### config.mk
export PLATFORM = sky130hd
export DESIGN_NAME = id_ex_stage_flat
export DESIGN_NICKNAME = d
export VERILOG_FILES = /design/src/rtl/id_ex_stage_pkg.sv /design/src/rtl/id_ex_stage_if.sv /design/src/rtl/id_ex_stage_fwd_mux.sv /design/src/rtl/id_ex_stage.sv /design/src/flat_wrapper.sv
export SDC_FILE = /design/constraint.sdc
export NUM_CORES = 1
export LEC_CHECK = 0
export ABC_AREA = 0
export CAP_MARGIN = 25
export CORE_MARGIN = 2
export CORE_UTILIZATION = 42
export CTS_BUF_LIST = sky130_fd_sc_hd__clkbuf_2 sky130_fd_sc_hd__clkbuf_4 sky130_fd_sc_hd__clkbuf_8
export CTS_CLUSTER_DIAMETER = 50
export CTS_CLUSTER_SIZE = 24
export DETAILED_ROUTE_END_ITERATION = 10
export PLACE_DENSITY = 0.83
export SYNTH_ARGS = -nofsm -noshare
export SYNTH_HDL_FRONTEND = slang
export SYNTH_SLANG_ARGS = --single-unit
### constraint.sdc
create_clock -name clk -period 2.84 [get_ports clk]
set_input_delay 0.426 -clock clk [delete_from_list [all_inputs] [get_ports clk]]
set_output_delay 0.426 -clock clk [all_outputs]
set_load 0.02 [all_outputs]
### src/rtl/id_ex_stage_pkg.sv
// id_ex_stage_pkg: shared widths and ALU op encodings for the ID/EX stage.
// The ALU op is the low three bits of the 6-bit opcode.
package id_ex_stage_pkg;

  localparam int DATA_W = 32;
  localparam int REG_W  = 5;
  localparam int OPC_W  = 6;
  localparam int IMM_W  = 16;

  localparam int ALU_OP_MSB = 2;
  localparam int ALU_OP_LSB = 0;

  typedef enum logic [2:0] {
    ALU_MOV  = 3'b000,
    ALU_NOT  = 3'b001,
    ALU_AND  = 3'b010,
    ALU_ADD  = 3'b011,
    ALU_NOR  = 3'b100,
    ALU_NAND = 3'b101,
    ALU_SUB  = 3'b110,
    ALU_SLT  = 3'b111
  } alu_op_e;

  function automatic alu_op_e alu_op_of(input logic [OPC_W-1:0] opc);
    return alu_op_e'(opc[ALU_OP_MSB:ALU_OP_LSB]);
  endfunction

endpackage

### src/rtl/id_ex_stage_if.sv
// id_ex_stage_if: decode-slot inputs and EX-slot outputs of the ID/EX stage.
//   master : decode side (drives id_*, observes ex_* and hazard_stall)
//   slave  : the stage itself
interface id_ex_stage_if #(parameter int DATA_W = id_ex_stage_pkg::DATA_W);
  import id_ex_stage_pkg::*;

  logic              id_valid;
  logic [OPC_W-1:0]  id_opcode;
  logic [REG_W-1:0]  id_rs;
  logic [REG_W-1:0]  id_rt;
  logic [REG_W-1:0]  id_rd;
  logic [DATA_W-1:0] id_rs_data;
  logic [DATA_W-1:0] id_rt_data;
  logic [IMM_W-1:0]  id_imm;
  logic              id_use_imm;
  logic              id_wb_en;
  logic              id_is_load;

  logic              hazard_stall;

  logic              ex_valid;
  logic              ex_wb_en;
  logic              ex_is_load;
  logic [OPC_W-1:0]  ex_opcode;
  logic [REG_W-1:0]  ex_rd;
  logic [DATA_W-1:0] ex_r2;
  logic [DATA_W-1:0] ex_r3;

  modport master (
    output id_valid, id_opcode, id_rs, id_rt, id_rd, id_rs_data, id_rt_data,
           id_imm, id_use_imm, id_wb_en, id_is_load,
    input  hazard_stall, ex_valid, ex_wb_en, ex_is_load, ex_opcode, ex_rd,
           ex_r2, ex_r3
  );

  modport slave (
    input  id_valid, id_opcode, id_rs, id_rt, id_rd, id_rs_data, id_rt_data,
           id_imm, id_use_imm, id_wb_en, id_is_load,
    output hazard_stall, ex_valid, ex_wb_en, ex_is_load, ex_opcode, ex_rd,
           ex_r2, ex_r3
  );

endinterface

### src/rtl/id_ex_stage_fwd_mux.sv
// id_ex_stage_fwd_mux: selects one source operand.
//   rnum/rf_data        : register number and register-file read data
//   ex_fwd_en/ex_rd/alu_out : EX-slot forward source (already qualified)
//   mem_wb_en/mem_rd/mem_data : MEM-slot forward source
//   operand             : EX result > MEM result > register file
// Register 0 is hard-wired, so it never takes a forwarded value.
module id_ex_stage_fwd_mux #(parameter int DATA_W = id_ex_stage_pkg::DATA_W) (
  input  logic [id_ex_stage_pkg::REG_W-1:0] rnum,
  input  logic [DATA_W-1:0]                 rf_data,
  input  logic                              ex_fwd_en,
  input  logic [id_ex_stage_pkg::REG_W-1:0] ex_rd,
  input  logic [DATA_W-1:0]                 alu_out,
  input  logic                              mem_wb_en,
  input  logic [id_ex_stage_pkg::REG_W-1:0] mem_rd,
  input  logic [DATA_W-1:0]                 mem_data,
  output logic [DATA_W-1:0]                 operand
);

  logic nonzero;

  always_comb begin
    nonzero = (rnum != '0);
    operand = rf_data;
    if (nonzero && ex_fwd_en && (ex_rd == rnum)) begin
      operand = alu_out;
    end else if (nonzero && mem_wb_en && (mem_rd == rnum)) begin
      operand = mem_data;
    end
  end

endmodule

### src/rtl/id_ex_stage.sv
// id_ex_stage: ID/EX pipeline register with operand forwarding and
// load-use hazard detection.
//   clk, rst_n           : clock, async active-low reset
//   bus (slave)          : decode-slot inputs, EX-slot outputs, hazard_stall
//   alu_out              : EX-slot ALU result (forward source)
//   mem_wb_en/rd/data    : MEM-slot result (forward source)
//   stall, flush         : downstream hold / kill EX contents
//   bubble_cnt           : saturating count of load-use bubbles
module id_ex_stage #(parameter int DATA_W = id_ex_stage_pkg::DATA_W) (
  input  logic                clk,
  input  logic                rst_n,
  id_ex_stage_if.slave        bus,
  input  logic [DATA_W-1:0]   alu_out,
  input  logic                mem_wb_en,
  input  logic [4:0]          mem_rd,
  input  logic [DATA_W-1:0]   mem_data,
  input  logic                stall,
  input  logic                flush,
  output logic [15:0]         bubble_cnt
);
  import id_ex_stage_pkg::*;

  logic              ex_valid_q;
  logic              ex_wb_en_q;
  logic              ex_is_load_q;
  logic [OPC_W-1:0]  ex_opcode_q;
  logic [REG_W-1:0]  ex_rd_q;
  logic [DATA_W-1:0] ex_r2_q;
  logic [DATA_W-1:0] ex_r3_q;
  logic [15:0]       bubble_cnt_q;

  logic              ex_fwd_en;
  logic              hazard;
  logic [DATA_W-1:0] op_a;
  logic [DATA_W-1:0] op_b_fwd;
  logic [DATA_W-1:0] op_b;
  logic [DATA_W-1:0] imm_sext;

  // A load's data is not ready in EX, so it is never an EX forward source;
  // the hazard logic holds the consumer until the load reaches MEM.
  always_comb ex_fwd_en = ex_valid_q & ex_wb_en_q & ~ex_is_load_q;

  id_ex_stage_fwd_mux #(.DATA_W(DATA_W)) u_fwd_a (
    .rnum      (bus.id_rs),
    .rf_data   (bus.id_rs_data),
    .ex_fwd_en (ex_fwd_en),
    .ex_rd     (ex_rd_q),
    .alu_out   (alu_out),
    .mem_wb_en (mem_wb_en),
    .mem_rd    (mem_rd),
    .mem_data  (mem_data),
    .operand   (op_a)
  );

  id_ex_stage_fwd_mux #(.DATA_W(DATA_W)) u_fwd_b (
    .rnum      (bus.id_rt),
    .rf_data   (bus.id_rt_data),
    .ex_fwd_en (ex_fwd_en),
    .ex_rd     (ex_rd_q),
    .alu_out   (alu_out),
    .mem_wb_en (mem_wb_en),
    .mem_rd    (mem_rd),
    .mem_data  (mem_data),
    .operand   (op_b_fwd)
  );

  always_comb begin
    imm_sext = {{(DATA_W-IMM_W){bus.id_imm[IMM_W-1]}}, bus.id_imm};
    op_b     = bus.id_use_imm ? imm_sext : op_b_fwd;
    // rt only matters as a hazard source when it is actually read.
    hazard   = bus.id_valid & ex_valid_q & ex_is_load_q & (ex_rd_q != '0) &
               ((ex_rd_q == bus.id_rs) |
                ((ex_rd_q == bus.id_rt) & ~bus.id_use_imm));
  end

  always_ff @(posedge clk or negedge rst_n) begin
    if (!rst_n) begin
      ex_valid_q   <= 1'b0;
      ex_wb_en_q   <= 1'b0;
      ex_is_load_q <= 1'b0;
      ex_opcode_q  <= OPC_W'(ALU_MOV);
      ex_rd_q      <= '0;
      ex_r2_q      <= '0;
      ex_r3_q      <= '0;
      bubble_cnt_q <= '0;
    end else if (flush) begin
      ex_valid_q   <= 1'b0;
      ex_wb_en_q   <= 1'b0;
      ex_is_load_q <= 1'b0;
    end else if (!stall) begin
      if (hazard) begin
        ex_valid_q   <= 1'b0;
        ex_wb_en_q   <= 1'b0;
        ex_is_load_q <= 1'b0;
        if (bubble_cnt_q != 16'hFFFF) bubble_cnt_q <= bubble_cnt_q + 16'd1;
      end else begin
        ex_valid_q   <= bus.id_valid;
        ex_wb_en_q   <= bus.id_wb_en & bus.id_valid;
        ex_is_load_q <= bus.id_is_load & bus.id_valid;
        ex_opcode_q  <= bus.id_opcode;
        ex_rd_q      <= bus.id_rd;
        ex_r2_q      <= op_a;
        ex_r3_q      <= op_b;
      end
    end
  end

  always_comb begin
    bus.hazard_stall = hazard;
    bus.ex_valid     = ex_valid_q;
    bus.ex_wb_en     = ex_wb_en_q;
    bus.ex_is_load   = ex_is_load_q;
    bus.ex_opcode    = ex_opcode_q;
    bus.ex_rd        = ex_rd_q;
    bus.ex_r2        = ex_r2_q;
    bus.ex_r3        = ex_r3_q;
    bubble_cnt       = bubble_cnt_q;
  end

endmodule

### src/flat_wrapper.sv
// flat-port wrapper written by rule: the top's interface ports become plain ports
module id_ex_stage_flat import id_ex_stage_pkg::*;
#(parameter int DATA_W = id_ex_stage_pkg::DATA_W)
  (clk, rst_n, alu_out, mem_wb_en, mem_rd, mem_data, stall, flush, bubble_cnt, bus_id_valid, bus_id_opcode, bus_id_rs, bus_id_rt, bus_id_rd, bus_id_rs_data, bus_id_rt_data, bus_id_imm, bus_id_use_imm, bus_id_wb_en, bus_id_is_load, bus_hazard_stall, bus_ex_valid, bus_ex_wb_en, bus_ex_is_load, bus_ex_opcode, bus_ex_rd, bus_ex_r2, bus_ex_r3);
  id_ex_stage_if #(.DATA_W(DATA_W)) bus_i ();
  input  logic clk;
  input  logic rst_n;
  input  logic [DATA_W-1:0] alu_out;
  input  logic mem_wb_en;
  input  logic [4:0] mem_rd;
  input  logic [DATA_W-1:0] mem_data;
  input  logic stall;
  input  logic flush;
  output logic [15:0] bubble_cnt;
  input wire logic [$bits(bus_i.id_valid)-1:0] bus_id_valid;
  input wire logic [$bits(bus_i.id_opcode)-1:0] bus_id_opcode;
  input wire logic [$bits(bus_i.id_rs)-1:0] bus_id_rs;
  input wire logic [$bits(bus_i.id_rt)-1:0] bus_id_rt;
  input wire logic [$bits(bus_i.id_rd)-1:0] bus_id_rd;
  input wire logic [$bits(bus_i.id_rs_data)-1:0] bus_id_rs_data;
  input wire logic [$bits(bus_i.id_rt_data)-1:0] bus_id_rt_data;
  input wire logic [$bits(bus_i.id_imm)-1:0] bus_id_imm;
  input wire logic [$bits(bus_i.id_use_imm)-1:0] bus_id_use_imm;
  input wire logic [$bits(bus_i.id_wb_en)-1:0] bus_id_wb_en;
  input wire logic [$bits(bus_i.id_is_load)-1:0] bus_id_is_load;
  output wire logic [$bits(bus_i.hazard_stall)-1:0] bus_hazard_stall;
  output wire logic [$bits(bus_i.ex_valid)-1:0] bus_ex_valid;
  output wire logic [$bits(bus_i.ex_wb_en)-1:0] bus_ex_wb_en;
  output wire logic [$bits(bus_i.ex_is_load)-1:0] bus_ex_is_load;
  output wire logic [$bits(bus_i.ex_opcode)-1:0] bus_ex_opcode;
  output wire logic [$bits(bus_i.ex_rd)-1:0] bus_ex_rd;
  output wire logic [$bits(bus_i.ex_r2)-1:0] bus_ex_r2;
  output wire logic [$bits(bus_i.ex_r3)-1:0] bus_ex_r3;
  assign bus_i.id_valid = bus_id_valid;
  assign bus_i.id_opcode = bus_id_opcode;
  assign bus_i.id_rs = bus_id_rs;
  assign bus_i.id_rt = bus_id_rt;
  assign bus_i.id_rd = bus_id_rd;
  assign bus_i.id_rs_data = bus_id_rs_data;
  assign bus_i.id_rt_data = bus_id_rt_data;
  assign bus_i.id_imm = bus_id_imm;
  assign bus_i.id_use_imm = bus_id_use_imm;
  assign bus_i.id_wb_en = bus_id_wb_en;
  assign bus_i.id_is_load = bus_id_is_load;
  assign bus_hazard_stall = bus_i.hazard_stall;
  assign bus_ex_valid = bus_i.ex_valid;
  assign bus_ex_wb_en = bus_i.ex_wb_en;
  assign bus_ex_is_load = bus_i.ex_is_load;
  assign bus_ex_opcode = bus_i.ex_opcode;
  assign bus_ex_rd = bus_i.ex_rd;
  assign bus_ex_r2 = bus_i.ex_r2;
  assign bus_ex_r3 = bus_i.ex_r3;
  id_ex_stage #(.DATA_W(DATA_W)) u_core (.clk(clk), .rst_n(rst_n), .bus(bus_i), .alu_out(alu_out), .mem_wb_en(mem_wb_en), .mem_rd(mem_rd), .mem_data(mem_data), .stall(stall), .flush(flush), .bubble_cnt(bubble_cnt));
endmodule
==> metrics, run 1 <==
Final Setup Violations=0; root buf cell=clkbuf_8; total grt overflow=0; postcts setup bufs=0; worst-margin pin slew=0.653 ns; required time of the worst setup path=2.41 ns; drt pass-1 iters=5; IO Pins=274; synth unique cells=40; layout filler cell count=971; HPWL Detailed=14.7 mm; CP Class=in -> out; CTS tree=yes; nets=slightly below 1000; Pwr per Cell Area=approximately 430 nW/um^2; post-synthesis sequential element count=94; Fin Hold WS=~0.079 ns; Mapped Area=around 5600 um^2; fin crit period=2.72 ns; startpoint class of the critical path=primary input; Die X=between 100 and 150 um; worst-path fanout max=5; Leakage Power=around 3.7 nW; initial antenna violation count=0; worst min path class=in -> async; clock buffer count from CTS=9; Tot Pwr=3.86 mW; Fmax=368 MHz; DRC Markers=0; First DRT Iteration DRCs=290; launch point of the worst path=bus_id_rt[0]; crit-path max cell delay=0.55 ns; Num Clock Sinks=94; status=complete, no violations; critical path arrival=2.29 ns; Slew Viols, Final=0; DRT Wirelength=about 20 mm; H-tree levels=3; Mapped Nets=about 700; post-synthesis cell count=523; maximum vdd drop=a little over 0.3 mV; PnR worst setup slack=0.122 ns; Slew headroom=a little under three fifths; Row Count=42; CP Capture Type=output pin; worst flop-to-flop path startpoint=u_core.bus.ex_rd[3]; Ys Warns=0; ant diodes=0; Hold Vio Cnt, Final=0; Max-cap violations=0; number of global-route vias before repair=5869; crit share post-route=95.7%; die area=14300 um^2; largest net degree at the start of global routing=95; dpl ws=-0.245 ns; RSZ-0062 raised after global routing=no; syn_area_per_cell=between 10 and 15 um^2; synth-to-layout area growth=59.8%; layout cell share with drive strength beyond 1=between 10 and 15%; CP max stage cell=clkdlybuf4s50_1; Via density=5.61; clock skew=~0.016 ns; Reg clk slew, reported paths=0.09 ns; initial core utilization=42.7%; GRT Total Usage=~27%; Die Y=approximately 120 um; PortBufs=273; clock latency on the worst-skew pair=around 0.39 ns; final estimated routing congestion in global placement=between 0.8 and 0.9; CP Cell Sequence=clkdlybuf4s50_1, nor2b_1, a2111o_1, nor3_2, o21a_2, dlygate4sd2_1; antenna-violating nets left=0; DR WL/cell=20.4 um; first-pass GRT wire length=30.6 mm; via count=5484; register area share after synthesis=41.9%; Clock Path Buffers=2; Core ar.=13100 um^2
metrics by stage:
step	instances	util, %	setup TNS, ns	area (um^2)
2_1_floorplan	523	-	0	5610
3_3_place_gp	962	66.4	-2.47	8720
3_5_place_dp	962	66.4	-7.11	8720
4_1_cts	977	68.0	0	8940
5_1_grt	978	68.3	0	8970
6_report	978	68.3	0	8970
routing by layer:
layer | up-vias | part of all wire (%) | track usage [%]
met2 | 258 | 51 | 47.9
met4 | 0 | 2.8 | 10.1
met1 | 2684 | 39 | 31.9
met5 | - | 0 | 0
li1 | 2503 | - | -
met3 | 39 | 7.7 | 7.65
state kept, by name, indices dropped and copies added (netlist names):
| name | cells |
|---|---|
| u_core.bus.ex_wb_en | 1 |
| u_core.bubble_cnt | 16 |
| u_core.bus.ex_rd | 5 |
| u_core.bus.ex_r2 | 32 |
| u_core.bus.ex_is_load | 1 |
| u_core.bus.ex_valid | 1 |
| u_core.bus.ex_opcode | 6 |
| u_core.bus.ex_r3 | 32 |
synthesized netlist by cell type:
master     instances  area, um^2
nor3_1             5        25.0
nand4_1            7        43.8
inv_1              3        11.3
mux2_2            33         372
or4_1              3        22.5
nor2b_1            2        12.5
ha_1               1        12.5
o22a_1            17         149
nor2_1            43         161
nor2_2             1        6.26
buf_6              6        67.6
mux2_1            11         124
and2_1             2        12.5
a21oi_1            2        10.0
or3b_2             1        8.76
nor4_2             2        25.0
and3_1             4        25.0
a41oi_1            1        8.76
o2111ai_2          1        15.0
a211oi_1          32         240
a2111o_1           1        11.3
dfrtp_1           94        2350
xor2_1            17         149
or2_2              2        12.5
o21ai_1            4        20.0
buf_4              2        15.0
mux2i_1           64         641
o21ai_0           60         300
xnor2_1           16         140
o221ai_1           1        8.76
nor4_1             1        6.26
a2bb2oi_2         15         225
nand2_1            8        30.0
a211o_1           16         140
nand3_1            6        30.0
clkbuf_1          24        90.1
a32o_1             2        20.0
o21a_1             1        7.51
nand3b_1           1        7.51
buf_2             11        55.1
worst paths after layout:
check	to	slack [ns]	cells past startpoint
max	bus_hazard_stall	0.12	6
min	u_core.bus.ex_valid	0.08	2
max reg2reg	u_core.bus.ex_r3[17]	0.29	6
min reg2reg	u_core.bus.ex_opcode[4]	0.50	1
max in group asynchronous	u_core.bus.ex_r2[7]	2.36	2
min in group clk	u_core.bus.ex_opcode[4]	0.50	1
area by class of cell:
| cell class | count | area [um^2] | share of cell area, % |
|---|---|---|---|
| Sequential cell | 94 | 2350 | 26.2 |
| Inverter | 3 | 11.3 | 0.126 |
| Clock buffer | 10 | 138 | 1.53 |
| Multi-Input combinational cell | 383 | 3060 | 34.1 |
| Clock inverter | 5 | 83.8 | 0.934 |
| Tap cell | 176 | 220 | 2.45 |
| Timing Repair Buffer | 307 | 3110 | 34.7 |
critical path: cells and delay by family:
kind	cells	cell delay (ns)
buffers and inverters	2	0.92
AND/OR/NAND/NOR	2	0.29
AO/OA/AOI/OAI	2	0.65
repair_timing:
item,4_1_cts,5_1_grt
endpoints found under the setup margin,1,1
gates resized for setup,1,1
cloned,0,0
hold buffers,0,0
cell usage in the layout, fill, tap and decap left out, types with 2 or more instances in the layout:
| cell type | count |
|---|---|
| a211o_1 | 16 |
| a211oi_1 | 32 |
| a21oi_1 | 2 |
| a2bb2oi_2 | 15 |
| a32o_1 | 2 |
| and2_1 | 2 |
| and3_1 | 4 |
| buf_12 | 9 |
| buf_4 | 25 |
| bufinv_16 | 2 |
| clkbuf_8 | 10 |
| clkdlybuf4s50_1 | 270 |
| clkinvlp_4 | 2 |
| dfrtp_1 | 94 |
| inv_1 | 3 |
| mux2_1 | 11 |
| mux2_2 | 33 |
| mux2i_1 | 64 |
| nand2_1 | 7 |
| nand3_1 | 6 |
| nand4_1 | 7 |
| nor2_1 | 43 |
| nor2b_1 | 2 |
| nor3_1 | 4 |
| nor4_4 | 2 |
| o21ai_0 | 60 |
| o21ai_1 | 4 |
| o22a_1 | 17 |
| or2_2 | 2 |
| or4_1 | 2 |
| xnor2_1 | 16 |
| xor2_1 | 17 |
report_power, final:
| part | internal (mW) | switching (mW) |
|---|---|---|
| Clock | 0.517 | 0.496 |
| Sequential | 1.49 | 0.101 |
| Combinational | 0.702 | 0.554 |
| Total | 2.70 | 1.15 |
cell families after synthesis:
logic type | synth area share, %
AOI/OAI and AO/OA | 20.6
xor gates and xnor gates | 5.15
adders and majority gates | 0.223
buffers and inverters | 4.26
DFF | 41.9
muxes | 20.2
and+or+nand+nor | 7.64
(Power assumes the default switching activity.)
==> inputs of run 2 (changes only) <==
--- a/config.mk
+++ b/config.mk
@@ -8,12 +8,13 @@
 export ABC_AREA = 0
 export CAP_MARGIN = 25
 export CORE_MARGIN = 2
-export CORE_UTILIZATION = 42
+export CORE_UTILIZATION = 46
 export CTS_BUF_LIST = sky130_fd_sc_hd__clkbuf_2 sky130_fd_sc_hd__clkbuf_4 sky130_fd_sc_hd__clkbuf_8
 export CTS_CLUSTER_DIAMETER = 50
 export CTS_CLUSTER_SIZE = 24
 export DETAILED_ROUTE_END_ITERATION = 10
-export PLACE_DENSITY = 0.83
+export HOLD_SLACK_MARGIN = 0.1
+export PLACE_DENSITY = 0.9
 export SYNTH_ARGS = -nofsm -noshare
 export SYNTH_HDL_FRONTEND = slang
 export SYNTH_SLANG_ARGS = --single-unit
==> constraint.sdc (replaced) <==
create_clock -name clk -period 3.35 [get_ports clk]
set_input_delay 0.5025 -clock clk [delete_from_list [all_inputs] [get_ports clk]]
set_output_delay 0.5025 -clock clk [all_outputs]
set_load 0.02 [all_outputs]
==> run 2 against run 1 <==
Via count hardly changed. Sequential power is 15% lower. Cell count is 4.4% lower. Critical path type unchanged. Clock skew is 0.0087 ns lower. Worst hold slack better by 0.41 ns. Sequential share of layout area is 0.75 points higher. First-iteration DRC count is 35% higher. Core utilization is 4.6 points higher. Highest routed layer unchanged.
==> metrics, run 2 (same netlist as run 1, synthesis figures left out) <==
postcts setup bufs=0 (unchanged); initial antenna violation count=0 (unchanged); layout cell share with drive strength beyond 1=11.9% (-1.8 points); ant diodes=0 (unchanged); clock skew=0.00762 ns (-0.00866 ns); Leakage Power=3.61 nW (-3.1%); maximum vdd drop=0.316 mV (+2.4%); worst hold endpoint=u_core.bus.ex_opcode[3]; root buf cell=clkbuf_8; antenna-violating nets left=0 (unchanged); Final Util=72.9% (+4.6 points); Row Count=40 (-4.8%); Core ar.=12000 um^2 (-9.0%); clock buffer count from CTS=9 (unchanged); DR WL/cell=21.3 um (+4.4%); Pwr per Cell Area=363 nW/um^2 (-16%); Die Y=114 um (-4.3%); dpl ws=0.198 ns (+0.443 ns); Reg clk slew, reported paths=0.09 ns (about the same); Slew Viols, Final=0 (unchanged); worst flop-to-flop path startpoint=u_core.bus.ex_rd[3]; First DRT Iteration DRCs=391 (+35%); CP Class=in -> out; die area=13100 um^2 (-8.4%); R2R Path End=u_core.bus.ex_r3[17]; via count=5481 (-0.055%); Die X=114 um (-4.3%); startpoint class of the critical path=primary input; CP max stage cell=clkdlybuf4s50_1; H-tree levels=3 (unchanged); total grt overflow=0 (unchanged); GRT Total Usage=29.7% (+2.4 points); nets=964 (-1.4%); final instance area=8720 um^2 (-2.8%); PortBufs=273 (unchanged); Hold Vio Cnt, Final=0 (unchanged); CP Capture Type=output pin; CP Cell Sequence=clkdlybuf4s50_1, xor2_1, a2111o_1, nor3_1, o21a_2, clkdlybuf4s50_1; layout filler cell count=836 (-14%); critical hold path startpoint=u_core.bus.ex_opcode[3]; first-pass GRT wire length=29.9 mm (-2.2%); Top cell by count, worst path=clkdlybuf4s50_1; Hold-fix buffers, CTS=1 (+1); R2R cell count=6 (unchanged); Final Setup Violations=0 (unchanged); worst-margin pin slew=0.644 ns (-0.00891 ns); final estimated routing congestion in global placement=0.921 (+5.4%); Via density=5.86 (+4.5%); drt pass-1 iters=5 (unchanged); non-filler cells, final=935 (-4.4%); Max-cap violations=0 (unchanged); largest net degree at the start of global routing=65 (-32%); crit share post-route=roughly 96%; crit-path max cell delay=0.63 ns (+0.08 ns); worst min path class=reg -> reg; IO Pins=274 (unchanged); DRC Markers=0 (unchanged); RSZ-0062 raised after global routing=no; initial core utilization=46.9% (+4.2 points); status=complete, no violations; synth-to-layout area growth=55.4%; Final TNS setup=0 ns (unchanged); worst-path fanout max=3 (-2); post_cts resized=0 (-1); HPWL Detailed=14.6 mm (-0.68%); clock latency on the worst-skew pair=0.37 ns (-0.02 ns); Num Clock Sinks=94 (unchanged); Worst Hold Depth=1; placed cells=919 (-4.5%); critical path arrival=2.70 ns (+0.41 ns); Clock Path Buffers=2 (unchanged); R2R setup slack=0.73 ns (+0.44 ns); Fmax=312 MHz; fin crit period=3.20 ns; register area=2350 um^2 (unchanged); Slew headroom=56.7% (+0.37 points); number of global-route vias before repair=5618 (-4.3%); Area after DPL=8520 um^2 (-2.3%); CTS tree=yes; DRT Wirelength=19.9 mm (-0.20%); required time of the worst setup path=2.85 ns (+0.44 ns); commonest non-fill, non-tap cells in the layout=271 x clkdlybuf4s50_1, 94 x dfrtp_1, 64 x mux2i_1; Multi-input gate area=3050 um^2 (-0.16%); PnR worst setup slack=0.148 ns (+0.0263 ns); commonest non-fill, non-tap cell in the layout=clkdlybuf4s50_1
-- run 2: layout make-up --
type	instances	area share, %
multi-input combinational	383	35.0
inverter	3	0.129
tap	147	2.11
clock inverter	4	0.545
clock buffer	11	1.66
sequential	94	27.0
timing repair buffer	293	33.6
-- run 2: worst max path at each step --
stage | end | cells past startpoint | slack [ns] | startpoint
after floorplan | bus_hazard_stall | 6 | 0.88 | u_core.bus.ex_rd[0]
after global placement | u_core.bus.ex_r2[8] | 8 | 0.16 | bus_id_rs[3]
after detailed placement | bus_hazard_stall | 6 | 0.20 | bus_id_rt[3]
after CTS | bus_hazard_stall | 6 | 0.17 | bus_id_rt[3]
after global routing | bus_hazard_stall | 6 | 0.08 | bus_id_rt[3]
final | bus_hazard_stall | 6 | 0.15 | bus_id_rt[3]
-- run 2: metrics by stage --
stage | hold slack, ns | total power, mW
after global routing | 0.524 | 3.30
after global placement | 0.471 | 2.38
final | 0.492 | 3.16
after floorplan | 0.207 | 1.79
after detailed placement | 0.477 | 2.41
after CTS | 0.495 | 3.18
-- run 2: worst max-delay path: cells and delay by family --
| family | cells | cell delay, ns |
|---|---|---|
| and+or+nand+nor | 1 | 0.25 |
| buffers and inverters | 2 | 1.11 |
| xor gates and xnor gates | 1 | 0.21 |
| AOI/OAI and AO/OA | 2 | 0.62 |
-- run 2: routing by layer --
| metal | track usage (%) | vias up | wire length, um |
|---|---|---|---|
| met5 | 0 | - | 0 |
| met2 | 50.2 | 299 | 9660 |
| li1 | - | 2473 | - |
| met4 | 12.9 | 0 | 648 |
| met1 | 36.0 | 2665 | 7860 |
| met3 | 7.41 | 44 | 1740 |
-- run 2: power by group --
part	switching, mW	internal, mW	total [mW]
sequential	0.0899	1.26	1.35
clock	0.405	0.368	0.773
combinational	0.466	0.576	1.04
total	0.961	2.20	3.16
==> inputs of run 3 (changes only) <==
--- a/config.mk
+++ b/config.mk
@@ -7,7 +7,7 @@
 export LEC_CHECK = 0
 export ABC_AREA = 0
 export CAP_MARGIN = 25
-export CORE_MARGIN = 2
+export CORE_MARGIN = 1
 export CORE_UTILIZATION = 46
 export CTS_BUF_LIST = sky130_fd_sc_hd__clkbuf_2 sky130_fd_sc_hd__clkbuf_4 sky130_fd_sc_hd__clkbuf_8
 export CTS_CLUSTER_DIAMETER = 50
==> run 3 against run 2 <==
Worst hold slack got worse by 0.40 ns. Flip-flop and latch count did not move. Clock skew hardly changed. Global-route usage grew 1.9 points. Cell count fell by 0.53%. Clock power is 38% higher. Routed wire length down 1.6%. Design area up 0.89%. Setup slack gained 0.018 ns. Critical path depth is the same. Core utilization rose by 2.5 points. Sequential power barely moved. Highest routed layer unchanged.
==> metrics, run 3 (same netlist as run 1, synthesis figures left out) <==
status=complete, no violations; total grt overflow=0 (unchanged); layout filler cell count=791 (-5.4%); postcts setup bufs=0 (unchanged); non-filler cells, final=930 (-0.53%); Row Count=39 (-2.5%); number of global-route vias before repair=5801 (+3.3%); R2R setup slack=0.64 ns (-0.09 ns); sw frac=28.2% (-2.1 points); Via density=5.92 (+0.92%); Slew headroom=42.5% (-14 points); RSZ-0062 raised after global routing=no; initial core utilization=48.1% (+1.2 points); power share of the combinational group=30.0% (-2.9 points); Die Y=112 um (-1.7%); HPWL Detailed=14.2 mm (-2.6%); antenna-violating nets left=0 (unchanged); worst-path fanout max=3 (unchanged); Top cell by count, worst path=clkdlybuf4s50_1; Fin Hold WS=0.0926 ns (-0.399 ns); net switching power=975 uW (+1.4%); Die X=112 um (-1.7%); PortBufs=273 (unchanged); DRT Wirelength=19.6 mm (-1.6%); crit-path max cell delay=0.62 ns (about the same); worst min path class=in -> async; maximum vdd drop=0.276 mV (-13%); ant diodes=0 (unchanged); synth-to-layout area growth=56.7%; Internal=2.48 mW (+12%); CP Cell Sequence=clkdlybuf4s50_1, xor2_1, a2111o_1, nor3_1, o21a_2, clkdlybuf4s50_1; Final Setup Violations=0 (unchanged); placed cells=914 (-0.54%); Max-cap violations=0 (unchanged); Area after DPL=8520 um^2 (about the same); DRC Markers=0 (unchanged); Clock Path Buffers=2 (unchanged); clock buffer count from CTS=9 (unchanged); final instance area=8800 um^2 (+0.89%); GRT Total Usage=31.6% (+1.9 points); worst-margin pin slew=0.856 ns (+0.212 ns); post_cts resized=0 (unchanged); largest net degree at the start of global routing=65 (unchanged); final estimated routing congestion in global placement=0.869 (-5.6%); clock skew=0.00741 ns (-0.000209 ns); Hold Vio Cnt, Final=0 (unchanged); IO Pins=274 (unchanged); commonest non-fill, non-tap cell in the layout=clkdlybuf4s50_1; die area=12700 um^2 (-3.5%); required time of the worst setup path=2.85 ns (about the same); drt pass-1 iters=8 (+3); R2R cell count=8 (+2); DR WL/cell=21.1 um (-1.0%); Hold-fix buffers, CTS=0 (-1); worst flop-to-flop path startpoint=u_core.bus.ex_rd[4]; Final TNS setup=0 ns (unchanged); H-tree levels=3 (unchanged); startpoint class of the critical path=primary input; fin crit period=3.18 ns (-0.0176 ns); initial antenna violation count=0 (unchanged); nets=962 (-0.21%); Core ar.=11700 um^2 (-2.5%); crit share post-route=95.1% (-0.52 points); layout cell share with drive strength beyond 1=11.9% (+0.015 points); first-pass GRT wire length=30.6 mm (+2.3%); Num Clock Sinks=94 (unchanged); CP Class=in -> out; Slew Viols, Final=0 (unchanged); clock latency on the worst-skew pair=0.38 ns (about the same); via count=5502 (+0.38%); critical path arrival=2.68 ns (-0.02 ns); Tot Pwr=3.45 mW (+9.1%); First DRT Iteration DRCs=417 (+6.6%); Pwr per Cell Area=392 nW/um^2 (+8.2%); commonest non-fill, non-tap cells in the layout=271 x clkdlybuf4s50_1, 94 x dfrtp_1, 64 x mux2i_1; Seq pwr share=39.1% (-3.6 points); Reg clk slew, reported paths=0.09 ns (about the same); CTS tree=yes; R2R Path End=u_core.bus.ex_r3[14]; CP Capture Type=output pin; Clock power frac=30.9% (+6.5 points); CP max stage cell=clkdlybuf4s50_1; Leakage Power=3.66 nW (+1.3%); root buf cell=clkbuf_8; Fmax=314 MHz (+0.55%)
[run 3: cell types whose count changed in the layout (fill, tap and decap cells not counted), sizes merged]
cell | previous run | this run
bufinv | 1 | 5
clkbuf | 11 | 9
buf | 21 | 20
clkinvlp | 1 | 0
dlygate4sd3 | 1 | 0
[run 3: worst max-delay path by stage]
| stage | cells after the start | from | slack, ns | end |
|---|---|---|---|---|
| 2_1_floorplan | 6 | u_core.bus.ex_rd[0] | 0.88 | bus_hazard_stall |
| 5_1_grt | 6 | bus_id_rt[3] | 0.08 | bus_hazard_stall |
| 6_report | 6 | bus_id_rt[3] | 0.17 | bus_hazard_stall |
| 3_5_place_dp | 8 | bus_id_rs[3] | 0.05 | u_core.bus.ex_r2[7] |
| 4_1_cts | 6 | bus_id_rt[3] | 0.19 | bus_hazard_stall |
| 3_3_place_gp | 8 | bus_id_rs[3] | 0.19 | u_core.bus.ex_r2[11] |
[run 3: power by group through the flow]
| stage | clock network (mW) | logic, mW | registers (mW) |
|---|---|---|---|
| after CTS | 1.08 | 1.04 | 1.35 |
| after global routing | 1.13 | 1.09 | 1.36 |
| after global placement | 0 | 1.01 | 1.36 |
| after floorplan | 0 | 0.271 | 1.52 |
| final | 1.07 | 1.04 | 1.35 |
| after detailed placement | 0 | 1.03 | 1.37 |
[run 3: through the flow]
step | util (%) | setup slack (ns)
2_1_floorplan | - | 0.882
3_3_place_gp | 73.0 | 0.185
3_5_place_dp | 73.0 | 0.0461
4_1_cts | 75.5 | 0.190
5_1_grt | 75.5 | 0.0826
6_report | 75.5 | 0.166
[run 3: critical path, delay by kind of cell]
family	cells	cell delay, ns
buffers and inverters	2	1.10
xor gates and xnor gates	1	0.20
AOI/OAI and AO/OA	2	0.61
and+or+nand+nor	1	0.25
[run 3: layout make-up]
| type | instances | area, um^2 | share of cell area [%] |
|---|---|---|---|
| clock buffers | 9 | 124 | 1.41 |
| clock inverters | 7 | 160 | 1.82 |
| inverters | 3 | 11.3 | 0.128 |
| multi-input cells | 383 | 3050 | 34.7 |
| flip-flops and latches | 94 | 2350 | 26.7 |
| well taps | 143 | 179 | 2.03 |
| repair buffers | 291 | 2920 | 33.2 |
[run 3: metal layers]
| layer | track usage, % | share of wire [%] | vias to the layer above | wire, um |
|---|---|---|---|---|
| met5 | 0 | 0 | - | 0 |
| met4 | 14.3 | 3.1 | 0 | 603 |
| met3 | 6.59 | 6.7 | 43 | 1310 |
| met2 | 56.2 | 52 | 268 | 10100 |
| met1 | 36.5 | 39 | 2724 | 7560 |
| li1 | - | - | 2467 | - |
